`config.mk`:
```
export PLATFORM = sky130hd
export DESIGN_NAME = multiplicador_seq
export DESIGN_NICKNAME = d
export VERILOG_FILES = /design/src/rtl/multiplicador_seq_pkg.sv /design/src/rtl/multiplicador_seq_adder.sv /design/src/rtl/multiplicador_seq.sv
export SDC_FILE = /design/constraint.sdc
export NUM_CORES = 1
export LEC_CHECK = 0
export BUFFER_PORTS_ARGS = -buffer_cell sky130_fd_sc_hd__buf_2
export CORE_MARGIN = 2
export CORE_UTILIZATION = 28
export CTS_CLUSTER_SIZE = 40
export DETAILED_ROUTE_END_ITERATION = 7
export PLACE_DENSITY = 0.53
export SETUP_SLACK_MARGIN = 0.4
export SYNTH_ARGS = -nofsm -noshare
export SYNTH_HDL_FRONTEND = slang
export SYNTH_SLANG_ARGS = --single-unit
```
`constraint.sdc`:
```
create_clock -name Clk -period 3.3 [get_ports Clk]
set_input_delay 0.66 -clock Clk [delete_from_list [all_inputs] [get_ports Clk]]
set_output_delay 0.66 -clock Clk [all_outputs]
set_load 0.02 [all_outputs]
```
`src/rtl/multiplicador_seq_pkg.sv`:
```
// -----------------------------------------------------------------------------
// multiplicador_seq_pkg
// Shared definitions for the sequential shift-add multiplier:
//   - LARGURA_PADRAO : default operand width (must match the Adder width)
//   - CONT_PADRAO    : default iteration counter width
//   - estado_t       : controller state encoding (2'd3 is illegal)
//   - ultima_iter()  : counter value that marks the final iteration
// -----------------------------------------------------------------------------
package multiplicador_seq_pkg;

    localparam int LARGURA_PADRAO = 16;
    localparam int CONT_PADRAO    = 5;

    typedef enum logic [1:0] {
        OCIOSO    = 2'd0,
        CALCULA   = 2'd1,
        CONCLUIDO = 2'd2
    } estado_t;

    // Counter value present during the last of the LARGURA iterations.
    function automatic logic [CONT_PADRAO-1:0] ultima_iter(input int largura);
        ultima_iter = CONT_PADRAO'(largura - 1);
    endfunction

endpackage

```
`src/rtl/multiplicador_seq_adder.sv`:
```
// -----------------------------------------------------------------------------
// Adder
// Combinational unsigned adder shared by the multiplier datapath.
// Ports:
//   OperandoA [LARGURA-1:0] : first addend
//   OperandoB [LARGURA-1:0] : second addend
//   Soma      [LARGURA:0]   : full sum including carry-out in the MSB
// -----------------------------------------------------------------------------
module Adder
    import multiplicador_seq_pkg::*;
#(
    parameter int LARGURA = LARGURA_PADRAO
) (
    input  logic [LARGURA-1:0] OperandoA,
    input  logic [LARGURA-1:0] OperandoB,
    output logic [LARGURA:0]   Soma
);

    // Zero-extend both operands so the carry lands in Soma[LARGURA].
    always_comb begin
        Soma = {1'b0, OperandoA} + {1'b0, OperandoB};
    end

endmodule

```
`src/rtl/multiplicador_seq.sv`:
```
// -----------------------------------------------------------------------------
// multiplicador_seq
// 16x16 unsigned shift-add multiplier controller. One shared Adder is stepped
// through LARGURA iterations to form a 2*LARGURA-bit product in {A,Q}.
// Ports:
//   Clk           : clock, rising edge
//   Rst_n         : asynchronous active-low reset, clears all state
//   Iniciar       : start request, only honoured in OCIOSO
//   Multiplicando : operand M, captured on accepted start
//   Multiplicador : operand Q, captured on accepted start
//   Ocupado       : registered, high while in CALCULA
//   Pronto        : registered, one-cycle pulse in CONCLUIDO
//   Produto       : {A,Q}, stable from CONCLUIDO until the next accepted start
// -----------------------------------------------------------------------------
module multiplicador_seq
    import multiplicador_seq_pkg::*;
#(
    parameter int LARGURA = LARGURA_PADRAO,
    parameter int CONT_W  = CONT_PADRAO
) (
    input  logic                   Clk,
    input  logic                   Rst_n,
    input  logic                   Iniciar,
    input  logic [LARGURA-1:0]     Multiplicando,
    input  logic [LARGURA-1:0]     Multiplicador,
    output logic                   Ocupado,
    output logic                   Pronto,
    output logic [2*LARGURA-1:0]   Produto
);

    localparam logic [CONT_W-1:0] ULTIMA = CONT_W'(LARGURA - 1);

    estado_t               estado_q,   estado_d;
    logic [LARGURA-1:0]    a_q,        a_d;
    logic [LARGURA-1:0]    q_q,        q_d;
    logic [LARGURA-1:0]    m_q,        m_d;
    logic [CONT_W-1:0]     contador_q, contador_d;
    logic                  ocupado_q,  ocupado_d;
    logic                  pronto_q,   pronto_d;

    logic [LARGURA-1:0]    operando_b_s;
    logic [LARGURA:0]      soma_s;

    // Add M only when the current multiplier LSB is set.
    always_comb begin
        if (q_q[0]) begin
            operando_b_s = m_q;
        end else begin
            operando_b_s = {LARGURA{1'b0}};
        end
    end

    Adder #(
        .LARGURA (LARGURA)
    ) u_adder (
        .OperandoA (a_q),
        .OperandoB (operando_b_s),
        .Soma      (soma_s)
    );

    // State register, datapath registers and registered status outputs.
    always_ff @(posedge Clk or negedge Rst_n) begin
        if (!Rst_n) begin
            estado_q   <= OCIOSO;
            a_q        <= {LARGURA{1'b0}};
            q_q        <= {LARGURA{1'b0}};
            m_q        <= {LARGURA{1'b0}};
            contador_q <= {CONT_W{1'b0}};
            ocupado_q  <= 1'b0;
            pronto_q   <= 1'b0;
        end else begin
            estado_q   <= estado_d;
            a_q        <= a_d;
            q_q        <= q_d;
            m_q        <= m_d;
            contador_q <= contador_d;
            ocupado_q  <= ocupado_d;
            pronto_q   <= pronto_d;
        end
    end

    // Next-state logic; the unused encoding falls back to OCIOSO.
    always_comb begin
        estado_d = estado_q;
        case (estado_q)
            OCIOSO: begin
                if (Iniciar) begin
                    estado_d = CALCULA;
                end else begin
                    estado_d = OCIOSO;
                end
            end
            CALCULA: begin
                if (contador_q == ULTIMA) begin
                    estado_d = CONCLUIDO;
                end else begin
                    estado_d = CALCULA;
                end
            end
            CONCLUIDO: estado_d = OCIOSO;
            default:   estado_d = OCIOSO;
        endcase
    end

    // Datapath next values: load on accepted start, shift-add in CALCULA.
    // The adder carry shifts into A's MSB and the sum LSB into Q's MSB, so
    // nothing is lost even for FFFF x FFFF.
    always_comb begin
        a_d        = a_q;
        q_d        = q_q;
        m_d        = m_q;
        contador_d = contador_q;
        case (estado_q)
            OCIOSO: begin
                if (Iniciar) begin
                    m_d        = Multiplicando;
                    q_d        = Multiplicador;
                    a_d        = {LARGURA{1'b0}};
                    contador_d = {CONT_W{1'b0}};
                end else begin
                    contador_d = contador_q;
                end
            end
            CALCULA: begin
                a_d        = soma_s[LARGURA:1];
                q_d        = {soma_s[0], q_q[LARGURA-1:1]};
                contador_d = contador_q + {{(CONT_W-1){1'b0}}, 1'b1};
            end
            default: begin
                contador_d = contador_q;
            end
        endcase
    end

    // Status outputs decoded from the next state so the flops line up
    // with the state register.
    always_comb begin
        ocupado_d = (estado_d == CALCULA);
        pronto_d  = (estado_d == CONCLUIDO);
    end

    assign Ocupado = ocupado_q;
    assign Pronto  = pronto_q;
    assign Produto = {a_q, q_q};

endmodule

```
## Word-level counts from Yosys, hierarchy flattened

Index checks and enable logic that the tools add are counted.

| operators by class | value |
|---|---|
| multipliers | 0 |
| $add $sub $neg | 2 |
| shift-type cells | 0 |
| equal/unequal tests | 5 |
| multiplexer cells | 10 |
| magnitude comparators | 0 |
| bitwise gates (word level) | 0 |
| reductions and logical operators | 4 |
| div/mod/pow operators | 0 |

Operators by type and width:

| operator | number |
|---|---|
| 16-bit one-hot mux with 2 select lines | 2 |
| 16-bit 2-to-1 mux | 3 |
| 16-bit by 16-bit adder with 17-bit output | 1 |
| 5-bit one-hot mux with 2 select lines | 1 |
| 5-bit by 1-bit adder with 5-bit output (second input constant) | 1 |
| 5-bit by 4-bit == test with 1-bit output (second input constant) | 1 |
| 5-bit 2-to-1 mux | 1 |
| 2-bit by 1-bit == test with 1-bit output (second input constant) | 2 |
| 2-bit one-hot mux with 2 select lines | 1 |
| 2-bit AND reduction | 2 |
| 2-bit == test (second input constant) | 1 |
| 2-bit logical NOT | 1 |
| 2-bit 2-to-1 mux | 1 |
| 2-bit != test (second input constant) | 1 |
| 2-bit nonzero test | 1 |
| 1-bit 2-to-1 mux | 1 |

| word-level totals | value |
|---|---|
| memories kept | 0 |
| bits in writable memories | 0 |
| ROM bits | 0 |
| latch bits | 0 |
| register bits after elaboration | 57 |
| word-level logic and storage cells | 28 |

## Longest topological paths before layout

| logic depth | value |
|---|---|
| depth in word-level cells | 4 |
| depth in mapped cells | 11 |
| mapped depth without buffers | 10 |

## By module

Synthesis repeated with hierarchy kept, for this count alone.

| second synthesis, totals | value |
|---|---|
| cells, all modules | 290 |
| area total of the unflattened synthesis | 3,128.0 um^2 |

Modules (own cells, without submodules):

| module | cells an instance | seq. area each (um^2) | instances | area each (um^2) |
|---|---|---|---|---|
| multiplicador_seq | 193 | 1,426.4 | 1 | 2,383.5 |
| Adder | 97 | 0.0 | 1 | 744.5 |

## Worst setup path before layout

Ideal clock, no wire load.

| timing path | value |
|---|---|
| path type | register to register |
| from | register q_q[0] |
| to | register a_q[11] |
| period minus slack after synthesis | 2,555 ps |
| stages on the path, launching flop included | 12 |
| setup slack | 745 ps |
| arrival time | 2,473 ps |
| cells stage by stage | dfrtp_1 > clkbuf_1 > and2_1 > ha_1 > inv_1 > fa_1 > nor2b_1 > o2111ai_1 > a211oi_1 > o41ai_2 > xor2_1 > o21ai_0 |

| between the ends | value |
|---|---|
| longest elaborated chain between the ends | 3 |

Ends and longest elaborated chain:

| what | RTL line | RTL |
|---|---|---|
| start, declared | multiplicador_seq.sv:35 | `logic [LARGURA-1:0] q_q, q_d;` |
| start signal, assigned | multiplicador_seq.sv:66 | `q_q <= {LARGURA{1'b0}};` |
| start signal, assigned | multiplicador_seq.sv:74 | `q_q <= q_d;` |
| 16-bit 2-to-1 mux | multiplicador_seq.sv:46 | `if (q_q[0]) begin` |
| 16-bit by 16-bit adder with 17-bit output | multiplicador_seq_adder.sv:21 | `Soma = {1'b0, OperandoA} + {1'b0, OperandoB};` |
| 16-bit one-hot mux with 2 select lines | multiplicador_seq.sv:113 | `case (estado_q)` |
| end signal, assigned | multiplicador_seq.sv:65 | `a_q <= {LARGURA{1'b0}};` |
| end, declared | multiplicador_seq.sv:34 | `logic [LARGURA-1:0] a_q, a_d;` |

No other way between the ends.
A chain may end at the register's enable or synchronous reset.

## Worst setup path in the final report

Same ends and word-level chain as after synthesis.

==> metrics.yaml <==
drt_first_pass_iters: 4
wl_met1_um: 3730
setup_tns_ns: 0
finClkSkew_ns: 0.00476
core_area_um2: 11300
grt.total_usage: 0.137
tightest_slew_ns: 0.805
hpwl_um: 5700
wl_met2_um: 3810
die_h_um: 111
yosys_warnings: 0
synth_area_um2: 3220
grt_pass1_wl_um: 13500
htreeDepth: 3
clock-sinks: 57
via_per_inst: 4.85
dieArea_um2: 12400
fin_crit_sh: 0.771
place.port_buffers: 68
avgSynthCellArea_um2: 9.76
grt_start_max_net_pins: 37
ys_seq_area_frac: 0.443
rows: 39
postCtsSetupBuffers: 0
slowest_delay_ns: 0.56
synth_seq_cells: 57
synth_nets: 384
final_nets: 450
die_w_um: 111
p_leak_nw: 1.86
synthCells: 330
startpoint_type: "register"
root_buffer: "clkbuf_16"
p_per_area_nw_per_um2: 1060
setup_viol_count_final: 0
period_needed_ns: 2.54
relSlewSlack: 0.461
report.final.slew_viol_count: 0
synth_flop_cell: "dfrtp_1"
async_flop_share: 1.00
hold_class: "in -> async"
cp-end-kind: "register"
numCtsBuffers: 9
via_count: 2640
drive_gt1_frac: 0.282
final_common_cell: "buf_2"
cts.reportedPaths.clkPinSlew_ns: 0.05
start_util: 0.285
antenna_found_initial: 0
synthDistinctLibCells: 41
synth_edf_count: 0
max_freq_mhz: 393
drtIter0Drc: 138
hold_viol: 0
diodes: 0
drt-total-wl_um: 8100
peakVddDrop_uv: 448
slowest_stage: "dfrtp_2"
drc: 0
grt_pass1_vias: 2697
cts_max_path_buffers: 2
cts_tree: "done"
cp.required_ns: 3.54
path_cells: "and2_1, ha_1, inv_1, fa_1, nor2b_1, o2111ai_1, a211oi_2, o41ai_2, xor2_1, o21ai_0"
highest_layer: "met4"
maxCapViolCount: 0
worstSkewPairLatency_ns: 0.32
wl_per_cell_um: 14.9
area_growth_pct: 24.3
ant_nets: 0
status: "finished clean"
critPathKind: "reg -> reg"
gp_congestion: 0.805
wl_met3_um: 419
rsz0062_at_grt: "false"
whs_ns: 0.293
grt-ovfl-total: 0
final_cell_mix: "buf_2 (68), dfrtp_1 (56), o21ai_0 (41)"
worstPathArrival_ns: 2.78
ios: 69
crit_path_max_fanout: 19
cells by family after synthesis:
kind of cell,synth area share
AOI/OAI and AO/OA,0.212
xor gates and xnor gates,0.0299
adders and majority gates,0.0761
buffers and inverters,0.0311
DFF,0.443
muxes,0.0590
and+or+nand+nor,0.150
critical path: cells and delay by family, from the launching register on:
family / cells / cell delay (ns)
AO/OA/AOI/OAI: 4 / 0.79
flip-flops: 1 / 0.56
adder cells (fa/ha/maj): 2 / 0.56
AND/OR/NAND/NOR: 2 / 0.34
XOR/XNOR: 1 / 0.15
buffers and inverters: 1 / 0.06
final timing paths:
check	slack, ns	to	start	depth (start not counted)
min in group Clk	0.48	contador_q[4]	contador_q[4]	2
max in group asynchronous	2.13	q_q[12]	Rst_n	2
worst max-delay path	0.76	a_q[11]	q_q[0]	10
worst min-delay path	0.29	q_q[4]	Rst_n	1
worst max register to register	0.76	a_q[11]	q_q[0]	10
worst min register to register	0.48	contador_q[4]	contador_q[4]	2
layout make-up:
class,count,area [um^2]
Inverter,6,22.5
Multi-Input combinational cell,249,1700
Sequential cell,57,1430
Fill cell,1163,7310
Tap cell,143,179
Timing Repair Buffer,73,378
Clock inverter,6,57.6
Clock buffer,10,239
cells in the mapped netlist, types with 2 or more instances:
library cell	number	area, um^2
ha_1	18	225
xnor2_1	4	35.0
dfrtp_1	57	1430
a22o_1	3	26.3
a211oi_1	3	22.5
nand2b_1	3	18.8
nor2b_1	20	125
nand2_1	26	97.6
inv_1	6	22.5
buf_4	2	15.0
mux2_2	16	180
nor2_1	10	37.5
buf_2	2	10.0
a221oi_1	2	17.5
nand4_1	4	25.0
nor3_1	2	10.0
and2_1	18	113
a21o_1	5	37.5
a21oi_1	29	145
a22oi_1	15	113
xor2_1	7	61.3
a31o_2	2	17.5
nand3_1	5	25.0
o21ai_0	41	205
clkbuf_1	14	52.6
metal layers:
metal	vias to the layer above	track usage
met2	67	0.214
li1	1319	-
met3	8	0.0361
met1	1246	0.178
met5	-	0
met4	0	0.0576
what timing repair did:
item                       in CTS  in global routing
setup endpoints to repair       0                  3
resized for setup               0                  2
hold buffers                    0                  0
stage by stage:
step | power (mW) | cell area, um^2 | util | instances | setup slack (ns)
after global routing | 4.60 | 4010 | 0.354 | 544 | 0.532
after detailed placement | 3.35 | 3700 | 0.327 | 528 | 0.437
after floorplan | 2.75 | 3220 | - | 330 | 0.745
final | 4.24 | 4010 | 0.354 | 544 | 0.757
after CTS | 4.30 | 4000 | 0.353 | 544 | 0.425
after global placement | 3.32 | 3700 | 0.327 | 528 | 0.523
power breakdown:
part	internal, mW	switching (mW)	leakage, nW
combinational	0.837	1.15	1.02
clock	0.598	0.321	0.148
sequential	1.05	0.295	0.696
sequential cells by signal, indices dropped and copies added (netlist names):
| register | count |
|---|---|
| contador_q | 5 |
| m_q | 16 |
| q_q | 16 |
| Ocupado | 1 |
| Pronto | 1 |
| a_q | 16 |
| estado_q | 2 |
No activity file was read; power rests on OpenSTA's default activity.
